<file path="config.mk">
export PLATFORM = sky130hd
export DESIGN_NAME = button_debouncer
export DESIGN_NICKNAME = d
export VERILOG_FILES = /design/src/rtl/button_debouncer.sv
export SDC_FILE = /design/constraint.sdc
export NUM_CORES = 1
export LEC_CHECK = 0
export ABC_AREA = 1
export CORE_MARGIN = 5
export CORE_UTILIZATION = 40
export CTS_CLUSTER_SIZE = 25
export DETAILED_ROUTE_END_ITERATION = 10
export DONT_BUFFER_PORTS = 1
export PLACE_DENSITY_LB_ADDON = 0.15
export REMOVE_ABC_BUFFERS = 1
export SLEW_MARGIN = 20
export SYNTH_ARGS = -nofsm -noshare
export SYNTH_HDL_FRONTEND = slang
export SYNTH_SLANG_ARGS = --single-unit
</file>
<file path="constraint.sdc">
create_clock -name clk -period 2.35 [get_ports clk]
set_input_delay 0.3525 -clock clk [delete_from_list [all_inputs] [get_ports clk]]
set_output_delay 0.3525 -clock clk [all_outputs]
set_load 0.005 [all_outputs]
</file>
<file path="src/rtl/button_debouncer.sv">
// rtl/button_debouncer.sv - push-button debouncer with press strobe and auto-repeat
// Two-flop synchronizer, four-state debounce FSM, saturating hold/repeat timing.

module button_debouncer #(
  parameter int DEBOUNCE_CYCLES = 16,
  parameter int HOLD_CYCLES     = 50000,
  parameter int REPEAT_CYCLES   = 10000,
  parameter int REPEAT_EN       = 1,
  parameter int CNT_W           = 17
) (
  input  logic clk,
  input  logic reset,
  input  logic button_raw,
  output logic button_level,
  output logic button_pulse,
  output logic button_held
);

  typedef enum logic [1:0] {
    IDLE,
    PRESS_WAIT,
    PRESSED,
    RELEASE_WAIT
  } state_t;

  localparam logic [CNT_W-1:0] CNT_ONE   = CNT_W'(1);
  localparam logic [CNT_W-1:0] DEB_LAST  = CNT_W'(DEBOUNCE_CYCLES - 1);
  localparam logic [CNT_W-1:0] HOLD_LAST = CNT_W'(HOLD_CYCLES - 1);
  localparam logic [CNT_W-1:0] HOLD_MAX  = CNT_W'(HOLD_CYCLES);
  localparam logic [CNT_W-1:0] REP_LAST  = CNT_W'(REPEAT_CYCLES - 1);
  localparam logic             RPT_ON    = (REPEAT_EN != 0);

  state_t           state;
  logic             s1;
  logic             s2;
  logic [CNT_W-1:0] stab_cnt;
  logic [CNT_W-1:0] hold_cnt;
  logic [CNT_W-1:0] rep_cnt;

  always_ff @(posedge clk) begin
    if (reset) begin
      s1           <= 1'b0;
      s2           <= 1'b0;
      state        <= IDLE;
      stab_cnt     <= '0;
      hold_cnt     <= '0;
      rep_cnt      <= '0;
      button_level <= 1'b0;
      button_pulse <= 1'b0;
      button_held  <= 1'b0;
    end else begin
      s1           <= button_raw;
      s2           <= s1;
      button_pulse <= 1'b0;

      case (state)
        IDLE: begin
          if (s2) begin
            state    <= PRESS_WAIT;
            stab_cnt <= CNT_ONE;
          end
        end

        PRESS_WAIT: begin
          if (!s2) begin
            state    <= IDLE;
            stab_cnt <= '0;
          end else if (stab_cnt == DEB_LAST) begin
            state        <= PRESSED;
            stab_cnt     <= '0;
            hold_cnt     <= '0;
            rep_cnt      <= '0;
            button_level <= 1'b1;
            button_pulse <= 1'b1;
          end else begin
            stab_cnt <= stab_cnt + CNT_ONE;
          end
        end

        PRESSED, RELEASE_WAIT: begin
          if (s2) begin
            // Every high sample while pressed advances the hold timeline, including
            // the one that cancels a release, so a glitch only shifts it by its length.
            state    <= PRESSED;
            stab_cnt <= '0;
            if (hold_cnt != HOLD_MAX) begin
              hold_cnt <= hold_cnt + CNT_ONE;
              if (RPT_ON && hold_cnt == HOLD_LAST) begin
                button_pulse <= 1'b1;
                button_held  <= 1'b1;
                rep_cnt      <= '0;
              end
            end else if (RPT_ON) begin
              if (rep_cnt == REP_LAST) begin
                button_pulse <= 1'b1;
                rep_cnt      <= '0;
              end else if (rep_cnt != '1) begin
                rep_cnt <= rep_cnt + CNT_ONE;
              end
            end
          end else if (state == PRESSED) begin
            state    <= RELEASE_WAIT;
            stab_cnt <= CNT_ONE;
          end else if (stab_cnt == DEB_LAST) begin
            state        <= IDLE;
            stab_cnt     <= '0;
            button_level <= 1'b0;
            button_held  <= 1'b0;
          end else begin
            stab_cnt <= stab_cnt + CNT_ONE;
          end
        end

        default: begin
          state    <= IDLE;
          stab_cnt <= '0;
        end
      endcase
    end
  end

endmodule

</file>
==> flow_summary.ini <==
[die]
fp.dieW_um = 106
ios = 6
die_h_um = 106
rows = 35
dieArea_um2 = 11300
coreArea_um2 = 9150
start_util_pct = 40.7

[global_routing]
grt_antenna_before_repair = 0
use_met1_pct = 22.9
grt_pass1_wl_um = 16200
grt.busiest_layer = met2
grt_pass1_vias = 3470
gr-total-overflow = 0
grt_util_met3_pct = 2.61
grt_util_all_layers_pct = 17.4
globalRouteMet2Util_pct = 28.5
grt_max_degree = 29

[pwr]
internal_power_uw = 1460
clockPowerShare_pct = 45.9
power_density_nw_per_um2 = 461
p_leak_uw = 0.00151
peakVddDrop_uv = 238
sequentialPowerShare_pct = 52.4
combPwrFrac_pct = 1.7
p_sw_share_pct = 22.6
p_sw_uw = 427

[placed_design]
dp_slack_ps = 135
dp_hpwl_um = 6720
placedCellCount = 725
io_buffer_count = 0
place.gp.congestion = 0.887
place_area_um2 = 3860

[job]
max_cap_violations = 0

[critical_path]
cpPeakStageDelay_ps = 340
path_max_fanout = 11
crit_slowest_cell = dfxtp_1
worstSetupStartpointType = register
crit_family = simple AND/OR/NAND/NOR gates
cp.required_ps = 2580
crit_type = reg2reg
path_buf_inv = 2
arrival_ps = 2400
rr_endpoint = rep_cnt[0]
cpMostUsedCell = nand2_1
cp-end-kind = register
r2r_slack_ps = 180
reg2reg_depth = 14
crit_chain = ha_2 > nand3_1 > inv_1 > nand4_1 > or2_2 > nor2_2 > ha_1 > nand2_1 > inv_2 > nand3_4 > nand3_4 > nand2_1 > nand2_1 > nor2_1
cp-startpoint = rep_cnt[0]
timing.rr.start = rep_cnt[0]

[clock_network]
ctsLongestPathBuffers = 2
cts_buffers = 9
cts.htree.levels = 3
cts_tree = yes
clk_latency_ps = 340
clock_tree.root_cell = clkbuf_8
clk_pin_slew_ps = 70
clock-sinks = 58
post_cts_buffers = 0

[drt]
drc = 0
dr.pass1.iters = 5
ant_nets = 0
wirelength_um = 9470
dr.first_iter.drc_count = 199
post_drt_wl_per_cell_um = 12.8
routed_via_density = 5.06
num_vias = 3757

[logic_synthesis]
synth_cell_types = 37
synth_seq_cells = 58
ys.flop_type = dfxtp_1
ys_warn_count = 0
synth-edff-count = 0
synth_area_um2 = 3720
avgSynthCellArea_um2 = 6.02
async_reset_ff_share_pct = 0
synthCells = 618
seq_area_frac_synth_pct = 31.2

[finish]
fin_area_um2 = 4100
layout.cells.non_filler = 743
fin_util_pct = 44.8
nets = 635
syn2layout_area_growth_pct = 10.1
n_antenna_cell = 0
layout-drive-gt1-share_pct = 9.65

[timing]
finalCritPeriodShare_pct = 92.2
clock_skew_ps = 9.17
setup_viol = 0
worstMarginPinSlew_ps = 566
drv_slew = 0
setup_ws_ps = 183
fmax_mhz = 462
min_period_ps = 2170
slew_headroom_pct = 62.1
hold_violations = 0

[run_status]
status = finished, final reports clean

[worst_hold_path]
holdPathEnd = stab_cnt[14]
min_path_type = in2reg
worstHoldStart = reset
holdPathStages = 1
-- stage by stage --
stage | hold slack (ps) | total power (µW) | setup TNS [ps]
global route | 55.7 | 1960 | -0.475
detailed placement | 404 | 1040 | 0
CTS | 59.1 | 1920 | 0
floorplan | 388 | 1030 | 0
global placement | 405 | 1040 | 0
finish | 70.5 | 1890 | 0
-- how the worst max path moves through the flow --
stage / end / slack (ps) / cells after the start
floorplan: rep_cnt[0] / 220 / 14
global placement: rep_cnt[15] / 200 / 14
detailed placement: rep_cnt[5] / 140 / 14
CTS: rep_cnt[15] / 120 / 14
global route: hold_cnt[16] / -0.5 / 9
finish: rep_cnt[0] / 180 / 14
-- cells in the mapped netlist (all sizes together), types with 2 or more instances --
library cell	n	area, µm²
clkinv	2	7.51
and3	2	12.5
nand4	8	56.3
nor2	141	572
a21oi	36	180
xor2	12	105
inv	65	244
buf	15	101
ha	5	62.6
nor3	18	95.1
nand3	60	318
nand2	163	622
clkbuf	5	18.8
o21ai	17	85.1
nand3b	2	15.0
or2	2	12.5
dfxtp	58	1160
-- cell families after synthesis --
logic type,count (synthesis),synth area share [%]
AOI/OAI and AO/OA,58,8.10
xor gates and xnor gates,13,3.06
adders and majority gates,5,1.68
buffers and inverters,87,9.98
DFF,58,31.2
and+or+nand+nor,397,46.0
-- power by group through the flow --
stage          Combinational, µW  Sequential, µW  Clock, µW
6_report                    31.8             989        868
3_3_place_gp                31.8            1010          0
4_1_cts                     32.7             989        899
3_5_place_dp                32.5            1010          0
2_1_floorplan               20.8            1010          0
5_1_grt                     36.8             989        938
-- layout make-up --
| cell class | count | area [µm²] |
|---|---|---|
| fillers | 954 | 5050 |
| multi-input cells | 475 | 2240 |
| flip-flops and latches | 58 | 1160 |
| inverters | 67 | 251 |
| clock buffers | 14 | 173 |
| well taps | 111 | 139 |
| repair buffers | 16 | 120 |
| clock inverters | 2 | 10.0 |
-- repair_timing --
item,CTS,global route
hold buffers,0,0
resized for setup,0,8
setup endpoints to repair,0,17
-- per-layer routing --
| layer | part of all wire, % | wire (µm) | vias to the layer above |
|---|---|---|---|
| li1 | - | - | 1973 |
| met1 | 47 | 4470 | 1670 |
| met2 | 46 | 4360 | 95 |
| met3 | 4.7 | 443 | 19 |
| met4 | 2.1 | 198 | 0 |
| met5 | 0 | 0 | - |
-- registers in the layout, summed over array words and instances, names as in the netlist, named ones only --
| signal | cells |
|---|---|
| button_level | 1 |
| s2 | 1 |
| rep_cnt | 17 |
| s1 | 1 |
| state | 1 |
| stab_cnt | 17 |
| button_held | 1 |
| button_pulse | 1 |
| hold_cnt | 17 |
-- cell usage in the layout, fill, tap and decap left out, types with 2 or more instances in the layout --
| master | n |
|---|---|
| a21oi_1 | 36 |
| and3_1 | 2 |
| buf_4 | 16 |
| clkbuf_1 | 2 |
| clkbuf_8 | 12 |
| clkinv_1 | 2 |
| clkinv_2 | 2 |
| dfxtp_1 | 57 |
| ha_1 | 4 |
| inv_1 | 59 |
| inv_2 | 6 |
| nand2_1 | 159 |
| nand2_2 | 4 |
| nand3_1 | 57 |
| nand3_4 | 4 |
| nand3b_1 | 2 |
| nand4_1 | 7 |
| nor2_1 | 131 |
| nor2_2 | 6 |
| nor2_4 | 4 |
| nor3_1 | 17 |
| o21ai_0 | 13 |
| o21ai_1 | 4 |
| xor2_1 | 12 |
(Power assumes the default switching activity.)
